### config.mk
export PLATFORM = sky130hd
export DESIGN_NAME = mmu_arbiter
export DESIGN_NICKNAME = d
export VERILOG_FILES = /design/src/rtl/mmu_arbiter.sv
export SDC_FILE = /design/constraint.sdc
export NUM_CORES = 1
export LEC_CHECK = 0
export CORE_MARGIN = 3
export CORE_UTILIZATION = 38
export DETAILED_ROUTE_END_ITERATION = 8
export PLACE_DENSITY = 0.79
export SETUP_SLACK_MARGIN = 0.05
export SYNTH_ARGS = -nofsm -noshare
export SYNTH_HDL_FRONTEND = slang
export SYNTH_SLANG_ARGS = --single-unit
### constraint.sdc
create_clock -name clk -period 6.2 [get_ports clk]
set_input_delay 1.55 -clock clk [delete_from_list [all_inputs] [get_ports clk]]
set_output_delay 1.55 -clock clk [all_outputs]
set_load 0.1 [all_outputs]
### src/rtl/mmu_arbiter.sv
// Round-robin arbiter sharing one 2x2 systolic mmu between requesters.
// Sequences start/done, captures C, returns it with a done watchdog.
module mmu_arbiter #(
  parameter int NUM_REQ = 2,
  parameter int TIMEOUT = 64
) (
  input  logic                 clk,
  input  logic                 rst,
  input  logic [NUM_REQ-1:0]   req_valid,
  output logic [NUM_REQ-1:0]   req_ready,
  input  logic [NUM_REQ*32-1:0] req_a,
  input  logic [NUM_REQ*32-1:0] req_b,
  output logic [NUM_REQ-1:0]   rsp_valid,
  input  logic [NUM_REQ-1:0]   rsp_ready,
  output logic [31:0]          rsp_c,
  output logic                 rsp_err,
  output logic                 mmu_start,
  output logic [31:0]          mmu_a,
  output logic [31:0]          mmu_b,
  input  logic [31:0]          mmu_c,
  input  logic                 mmu_done,
  output logic                 busy,
  output logic [1:0]           grant_id
);

  localparam int WW = $clog2(TIMEOUT);
  localparam logic [1:0] LAST0 = 2'(NUM_REQ - 1);
  localparam logic [WW-1:0] WMAX = WW'(TIMEOUT - 1);

  typedef enum logic [1:0] {
    IDLE,
    START,
    WAIT,
    RESP
  } state_t;

  state_t state, state_nx;

  logic [1:0]         last_grant;
  logic [1:0]         cand;
  logic               found;
  logic [31:0]        cand_a;
  logic [31:0]        cand_b;
  logic [NUM_REQ-1:0] cand_oh;
  logic [NUM_REQ-1:0] grant_oh;
  logic [WW-1:0]      wd;
  logic               rsp_hs;

  // scan starts just after the last granted requester
  always_comb begin
    found  = 1'b0;
    cand   = '0;
    cand_a = '0;
    cand_b = '0;
    for (int k = 1; k <= NUM_REQ; k++) begin
      for (int i = 0; i < NUM_REQ; i++) begin
        if (!found && req_valid[i] &&
            ((int'(last_grant) + k) % NUM_REQ) == i) begin
          found  = 1'b1;
          cand   = 2'(i);
          cand_a = req_a[32*i +: 32];
          cand_b = req_b[32*i +: 32];
        end
      end
    end
  end

  always_comb begin
    for (int i = 0; i < NUM_REQ; i++) begin
      cand_oh[i]  = (cand == 2'(i));
      grant_oh[i] = (grant_id == 2'(i));
    end
  end

  assign rsp_hs = |(rsp_ready & grant_oh);
  assign busy   = (state != IDLE);

  always_ff @(posedge clk or posedge rst) begin
    if (rst) state <= IDLE;
    else     state <= state_nx;
  end

  always_comb begin
    state_nx  = state;
    req_ready = '0;
    rsp_valid = '0;
    mmu_start = 1'b0;
    unique case (state)
      IDLE: begin
        if (found && !rst) begin
          req_ready = cand_oh;
          state_nx  = START;
        end
      end
      START: begin
        mmu_start = 1'b1;
        state_nx  = WAIT;
      end
      WAIT: begin
        if (mmu_done || wd == WMAX) state_nx = RESP;
      end
      RESP: begin
        rsp_valid = grant_oh;
        if (rsp_hs) state_nx = IDLE;
      end
      default: state_nx = IDLE;
    endcase
  end

  always_ff @(posedge clk or posedge rst) begin
    if (rst) begin
      mmu_a      <= '0;
      mmu_b      <= '0;
      grant_id   <= '0;
      last_grant <= LAST0;
      rsp_c      <= '0;
      rsp_err    <= 1'b0;
      wd         <= '0;
    end else begin
      unique case (state)
        IDLE: begin
          if (found) begin
            mmu_a    <= cand_a;
            mmu_b    <= cand_b;
            grant_id <= cand;
          end
        end
        START: wd <= '0;
        WAIT: begin
          wd <= wd + 1'b1;
          // done on the final watchdog cycle still counts as success
          if (mmu_done) begin
            rsp_c   <= mmu_c;
            rsp_err <= 1'b0;
          end else if (wd == WMAX) begin
            rsp_c   <= '0;
            rsp_err <= 1'b1;
          end
        end
        RESP: begin
          if (rsp_hs) last_grant <= grant_id;
        end
        default: ;
      endcase
    end
  end

endmodule

==> results.cfg, run 1 <==
[timing]
hold_viol_final = 0
period_needed_ns = 4.499
period_share_pct = 72.56
setup_violations = 0
rsz0062_at_grt = no
tightest_slew_ns = 1.074
tns_ns = 0
layout_setup_ws_ns = 1.701
fmax_mhz = 222.3
fin_worst_skew_ns = 0.008756
slew_headroom_pct = 28.16
drv_slew = 0

[floorplanning]
coreArea_um2 = 11660
die_area_um2 = 13500
die-height_um = 116.2
initial_core_util_pct = 39.58
ioPinCount = 272
rows = 39
die_width_um = 116.2

[critical_path]
crit_type = in2out
critPathCaptureType = primary output
cp_max_fo = 4
crit_arrival_ns = 2.95
required_ns = 4.65
start_kind = input pin

[logic_synthesis]
yosys_register_bits = 107
syn_avg_cell_area_um2 = 10.76
synthFlopType = dfrtp_1
synth_common_cells = dfrtp_1, nand2_1, a22oi_1, o21ai_1, a22o_1
syn-num-nets = 601
seq_area_frac_synth_pct = 58.04
synth_edf_count = 0
yosysTopAreaCell = dfrtp_1
synth.distinct_cells = 36
syn-cell-area_um2 = 4616
ys_warn_count = 0
netlist.area_leader.share_pct = 57.47
synth_area_leaders = dfrtp_1, a22oi_1, a22o_1
yosysMostFrequentCell = dfrtp_1
syn_inst = 429
async_flop_share_pct = 100.0

[clock_network]
root_buffer = clkbuf_16
clock_path_buffers = 2
post_cts_resized = 0
tritoncts.num_buffers = 9
htreeDepth = 3
cts_tree = done
cts_hold_buffers = 0
clkSlewWorstSetupHoldPaths_ns = 0.07
cts_setup_buffers = 0
clock_sinks = 107
clock_latency_ns = 0.33

[status]
status = finished clean

[detailed_routing]
route.detailed.drc = 0
vias_per_cell = 5.135
vias = 4257
ant_nets = 0
dr.pass1.iters = 5
wirelength_um = 14330
wl_per_cell_um = 17.29
drt-initial-drc-count = 220

[cells_and_area]
final_cells = 829
nets = 853
fillers = 910
drive_above_1_share_pct = 5.248
n_antenna_cell = 0
area.growth.synth_to_final_pct = 66.41

[place]
dp_hpwl_um = 10930
dp.cells = 813
dp_slack_ns = 1.709
portBuffers = 270
gp_congestion = 0.8349

[global_route]
grt_use_met2_pct = 36.82
met1_usage_pct = 24.45
track_usage_pct = 20.57
use_met3_pct = 4.404
gr-total-overflow = 0
busiest_layer = met2
grt_pass1_vias = 4212
antenna_found_initial = 0
grt_max_degree = 69
grt_pass1_wl_um = 21790

[run]
cap_violations = 0

[min_path]
worst_hold_path_type = reg2reg
kinds of logic (layout without fill, tap and decap cells):
| group | after synthesis | after routing | share of synthesized area (%) |
|---|---|---|---|
| other | 1 | 1 | 0.08124 |
| muxes | 3 | 3 | 0.6777 |
| and+or+nand+nor | 88 | 88 | 7.781 |
| DFF | 107 | 107 | 58.04 |
| AOI/OAI and AO/OA | 179 | 179 | 26.38 |
| adders and majority gates | 5 | 5 | 1.355 |
| buffers and inverters | 46 | 303 | 5.693 |
metrics by stage:
step | hold WS (ns) | instance area, um^2 | util [%]
2_1_floorplan | 0.4732 | 4619 | -
3_3_place_gp | 0.4621 | 7353 | 63.05
3_5_place_dp | 0.4692 | 7353 | 63.05
4_1_cts | 0.4843 | 7681 | 65.86
5_1_grt | 0.5072 | 7681 | 65.86
6_report | 0.4810 | 7681 | 65.86
registers in the layout, summed over array words and instances, names as in the netlist:
name	flops
grant_id	1
rsp_c	32
state	2
wd	6
mmu_a	32
mmu_b	32
last_grant	1
rsp_err	1
layout by cell type (no fill, tap or decap), drive strengths merged, types with 3 or more instances in the layout:
| master | synthesis | routed |
|---|---|---|
| a22o | 33 | 33 |
| clkdlybuf4s50 | 0 | 268 |
| inv | 9 | 8 |
| dfrtp | 106 | 106 |
| a22oi | 64 | 64 |
| clkbuf | 12 | 10 |
| nor2 | 3 | 3 |
| ha | 5 | 5 |
| a21oi | 4 | 4 |
| nand3 | 4 | 4 |
| clkinvlp | 0 | 3 |
| o21ai | 71 | 71 |
| nand2 | 72 | 72 |
| buf | 25 | 10 |
final timing paths:
check	endpoint	slack, ns	depth (start not counted)	startpoint
max	req_ready[0]	1.70	4	req_valid[1]
min	mmu_a[21]	0.48	2	mmu_a[21]
max reg2reg	mmu_a[31]	3.90	6	state[0]
min reg2reg	mmu_a[21]	0.48	2	mmu_a[21]
max in group asynchronous	rsp_c[31]	3.22	4	rst
min in group asynchronous	rsp_c[10]	1.82	3	rst
per-layer routing:
metal  up-vias  wire, um
met2       172      7331
met3        26      1044
met1      1997      5615
li1       2062         -
met5         -         0
met4         0       339
critical path, cell delays in order:
cell and delay, ns:
clkdlybuf4s50_1 0.54, a21boi_4 0.21, nor3_1 0.27, buf_4 0.36
cell type report:
class,instances,area [um^2],area share [%]
inverter,9,37.54,0.4887
timing repair buffer,278,2758,35.90
clock buffer,10,239.0,3.111
clock inverter,6,88.84,1.157
tap,143,178.9,2.329
sequential,107,2679,34.88
multi-input combinational,276,1700,22.14
Power of run 1 is not shown: default switching activity piles up to over one toggle a cycle in this logic, so the estimate is an artifact.
==> run 2, diff against run 1 <==
==> constraint.sdc (replaced) <==
create_clock -name clk -period 4.6 [get_ports clk]
set_input_delay 1.15 -clock clk [delete_from_list [all_inputs] [get_ports clk]]
set_output_delay 1.15 -clock clk [all_outputs]
set_load 0.1 [all_outputs]
==> run 2 against run 1 <==
Die area did not move. Routed wire length is 3.1% higher. First-iteration DRC count shrank 7.7%. Count of clock-buffer cells in the layout unchanged. Worst setup slack got worse by 0.69 ns. Via count about the same. Global-route usage rose by 0.55 points. Sequential share of layout area is essentially flat. Critical path depth is the same. Largest cell class unchanged. Highest routed layer unchanged.
==> results.cfg, run 2 (synthesis gave the netlist of run 1 again) <==
[place]
dp_hpwl_um = 11170
gp_congestion = 0.8014
portBuffers = 270
dpl_cell_area_um2 = 7396

[detailed_routing]
dr.pass1.iters = 5
drt-initial-drc-count = 203
route.detailed.drc = 0
vias_per_cell = 5.130
wl_per_cell_um = 17.82
wirelength_um = 14770
vias = 4253
ant_nets = 0

[critical_path]
r2r_cells = 6
start_kind = input pin
critPathCaptureType = primary output
crit_type = in2out
required_ns = 3.45
cp_max_fo = 4
crit_arrival_ns = 2.44

[floorplanning]
ioPinCount = 272
initial_core_util_pct = 39.58
die_area_um2 = 13500
rows = 39
die_width_um = 116.2
coreArea_um2 = 11660
die-height_um = 116.2

[timing]
setup_violations = 0
period_share_pct = 78.00
fmax_mhz = 278.7
period_needed_ns = 3.588
drv_slew = 0
fin_worst_skew_ns = 0.01143
slew_headroom_pct = 31.86
rsz0062_at_grt = no
tightest_slew_ns = 1.019
hold_viol_final = 0

[min_path]
min_path_cells = 2
worst_hold_path_type = reg2reg

[clock_network]
cts_tree = done
clock_latency_ns = 0.34
tritoncts.num_buffers = 9
clkSlewWorstSetupHoldPaths_ns = 0.07
htreeDepth = 3
post_cts_resized = 0
clock_sinks = 107
root_buffer = clkbuf_16
clock_path_buffers = 2
cts_setup_buffers = 0
cts_hold_buffers = 0

[cells_and_area]
layout_commonest_cell = clkdlybuf4s50_1
fin_area_um2 = 7672
fillers = 978
nets = 853
reg_top3 = mmu_a x32, mmu_b x32, rsp_c x32
n_antenna_cell = 0
drive_above_1_share_pct = 5.248
area.growth.synth_to_final_pct = 66.22
final_cell_mix = clkdlybuf4s50_1, dfrtp_1, nand2_1, a22oi_1, o21ai_1

[global_route]
track_usage_pct = 21.12
grt_pass1_vias = 4321
grt_max_degree = 83
grt_pass1_wl_um = 22200
antenna_found_initial = 0
gr-total-overflow = 0

[run]
cap_violations = 0

[status]
status = finished clean
==> run 2: cell types whose count changed in the layout (fill, tap and decap cells not counted), sizes merged <==
cell      delta
bufinv       -2
inv          +2
clkinv       +1
clkinvlp     -1
==> run 2: worst paths after layout <==
path / startpoint / endpoint / slack [ns]
max: req_valid[1] / req_ready[1] / 1.01
min in group asynchronous: rst / mmu_b[4] / 1.42
max reg2reg: state[0] / mmu_a[31] / 2.23
min: mmu_b[27] / mmu_b[27] / 0.48
min reg2reg: mmu_b[27] / mmu_b[27] / 0.48
max in group asynchronous: rst / rsp_c[8] / 1.95
==> run 2: through the flow <==
step	cells	hold WS (ns)	util [%]	worst slack, ns	TNS, ns
2_1_floorplan	429	0.4732	-	-0.1086	-0.1086
3_3_place_gp	813	0.4638	63.42	1.036	0
3_5_place_dp	813	0.4702	63.42	1.013	0
4_1_cts	829	0.4863	65.79	1.001	0
5_1_grt	829	0.5120	65.79	0.9657	0
6_report	829	0.4785	65.79	1.012	0
==> run 2: routing by layer <==
layer / global-route usage [%] / vias up / wire (um)
met1: 25.17 / 1998 / 5705
li1: - / 2063 / -
met4: 7.579 / 0 / 317
met3: 3.472 / 26 / 881
met5: 0 / - / 0
met2: 38.43 / 166 / 7865
==> run 2: critical path: stages <==
cell and delay (ns):
clkdlybuf4s50_1 0.62, a21boi_4 0.25, and3_1 0.23, buf_12 0.18
==> run 2: area by class of cell <==
class | count | area, um^2 | area share, %
clock buffers | 10 | 229.0 | 2.984
clock inverters | 6 | 47.55 | 0.6197
inverters | 9 | 37.54 | 0.4892
multi-input cells | 276 | 1705 | 22.23
flip-flops and latches | 107 | 2679 | 34.92
well taps | 143 | 178.9 | 2.332
repair buffers | 278 | 2795 | 36.43
Power of run 2 is left out for the same reason.
==> run 3, diff against run 2 <==
==> constraint.sdc (replaced) <==
create_clock -name clk -period 3.6 [get_ports clk]
set_input_delay 0.9 -clock clk [delete_from_list [all_inputs] [get_ports clk]]
set_output_delay 0.9 -clock clk [all_outputs]
set_load 0.1 [all_outputs]
==> run 3 against run 2 <==
Count of clock-buffer cells in the layout is 1 higher. Critical path depth unchanged. Final area shrank 2.6%.
==> results.cfg, run 3 (synthesis gave the netlist of run 1 again) <==
[status]
status = finished clean

[clock_network]
root_buffer = clkbuf_16
clock_path_buffers = 2
clock_latency_ns = 0.34
post_cts_resized = 0
cts_setup_buffers = 0
clock_sinks = 107
cts_tree = done
cts_hold_buffers = 0
tritoncts.num_buffers = 9
clkSlewWorstSetupHoldPaths_ns = 0.07
htreeDepth = 3

[floorplanning]
initial_core_util_pct = 39.58
ioPinCount = 272
die_width_um = 116.2
die_area_um2 = 13500
coreArea_um2 = 11660
rows = 39
die-height_um = 116.2

[place]
dp_hpwl_um = 11060
gp_congestion = 0.8131
dp_slack_ns = 0.4888
portBuffers = 270

[timing]
fin_worst_skew_ns = 0.004684
hold_viol_final = 0
drv_slew = 0
period_needed_ns = 3.106
layout_setup_ws_ns = 0.4944
tightest_slew_ns = 0.9777
setup_violations = 0
period_share_pct = 86.27
tns_ns = 0
slew_headroom_pct = 34.62
holdWs_ns = 0.4871
fmax_mhz = 322.0
rsz0062_at_grt = no

[global_route]
grt_pass1_wl_um = 21690
track_usage_pct = 20.63
use_met3_pct = 3.109
antenna_found_initial = 0
grt_max_degree = 130
gr-total-overflow = 0
grt_use_met2_pct = 37.86
met1_usage_pct = 23.95
grt_pass1_vias = 4282
busiest_layer = met2

[critical_path]
worstPathCellList = clkdlybuf4s50_1, a21boi_4, and3_1, buf_12
crit_type = in2out
cpPeakStageDelay_ns = 0.62
critPathCaptureType = primary output
cp_max_fo = 4
crit_buf_inv = 2
crit_arrival_ns = 2.21
crit_family = buffers and inverters
required_ns = 2.70
cp_slowest_cell = clkdlybuf4s50_1
start_kind = input pin

[run]
cap_violations = 0

[cells_and_area]
reg_top3 = mmu_a x32, mmu_b x32, rsp_c x32
n_antenna_cell = 0
nets = 853
layout_commonest_cell = clkdlybuf4s50_1
utilization_pct = 64.07
drive_above_1_share_pct = 18.54
final_cell_mix = clkdlybuf4s50_1, dfrtp_1, buf_4, nand2_1, a22oi_1
area.growth.synth_to_final_pct = 61.89

[detailed_routing]
drt-initial-drc-count = 228
dr.pass1.iters = 4
vias = 4302
wl_per_cell_um = 17.75
vias_per_cell = 5.196
wirelength_um = 14700
ant_nets = 0
route.detailed.drc = 0

[min_path]
worst_hold_path_type = reg2reg
## run 3: cell count changes in the layout (fill, tap and decap cells not counted), moves of 2 or more
cell / delta
clkdlybuf4s50_1: -93
buf_4: +93
inv_6: -2
bufinv_16: +2
## run 3: per-stage QoR
| step | instance area, um^2 | std cells |
|---|---|---|
| 6_report | 7472 | 828 |
| 2_1_floorplan | 4624 | 429 |
| 5_1_grt | 7472 | 828 |
| 4_1_cts | 7472 | 828 |
| 3_3_place_gp | 7163 | 813 |
| 3_5_place_dp | 7163 | 813 |
## run 3: layout make-up
type | count | area (um^2)
clock inverter | 4 | 76.32
clock buffer | 11 | 232.7
timing repair buffer | 278 | 2562
tap | 143 | 178.9
multi-input combinational | 276 | 1705
sequential | 107 | 2679
inverter | 9 | 37.54
fill | 955 | 4190
## run 3: worst reg2reg max path, cell delays in order (launching register included)
cell	delay [ns]
dfstp_2	0.60
inv_1	0.09
a21boi_4	0.14
buf_4	0.57
a22oi_1	0.20
o21ai_0	0.21
## run 3: worst paths after layout
path | from | to | slack (ns) | depth (start not counted)
min in group asynchronous | rst | wd[4] | 1.17 | 3
max in group asynchronous | rst | rsp_c[9] | 1.27 | 4
hold reg to reg | mmu_b[29] | mmu_b[29] | 0.49 | 2
hold / removal | mmu_b[29] | mmu_b[29] | 0.49 | 2
setup reg to reg | last_grant[0] | mmu_b[31] | 1.70 | 5
setup / recovery | req_valid[1] | req_ready[1] | 0.49 | 4
## run 3: layer usage
metal  vias to the layer above  part of all wire, %
met5                         -                    0
met4                         0                  2.8
met3                        27                  6.4
met2                       156                   54
met1                      2055                   37
li1                       2064                    -
Power of run 3 is left out for the same reason.
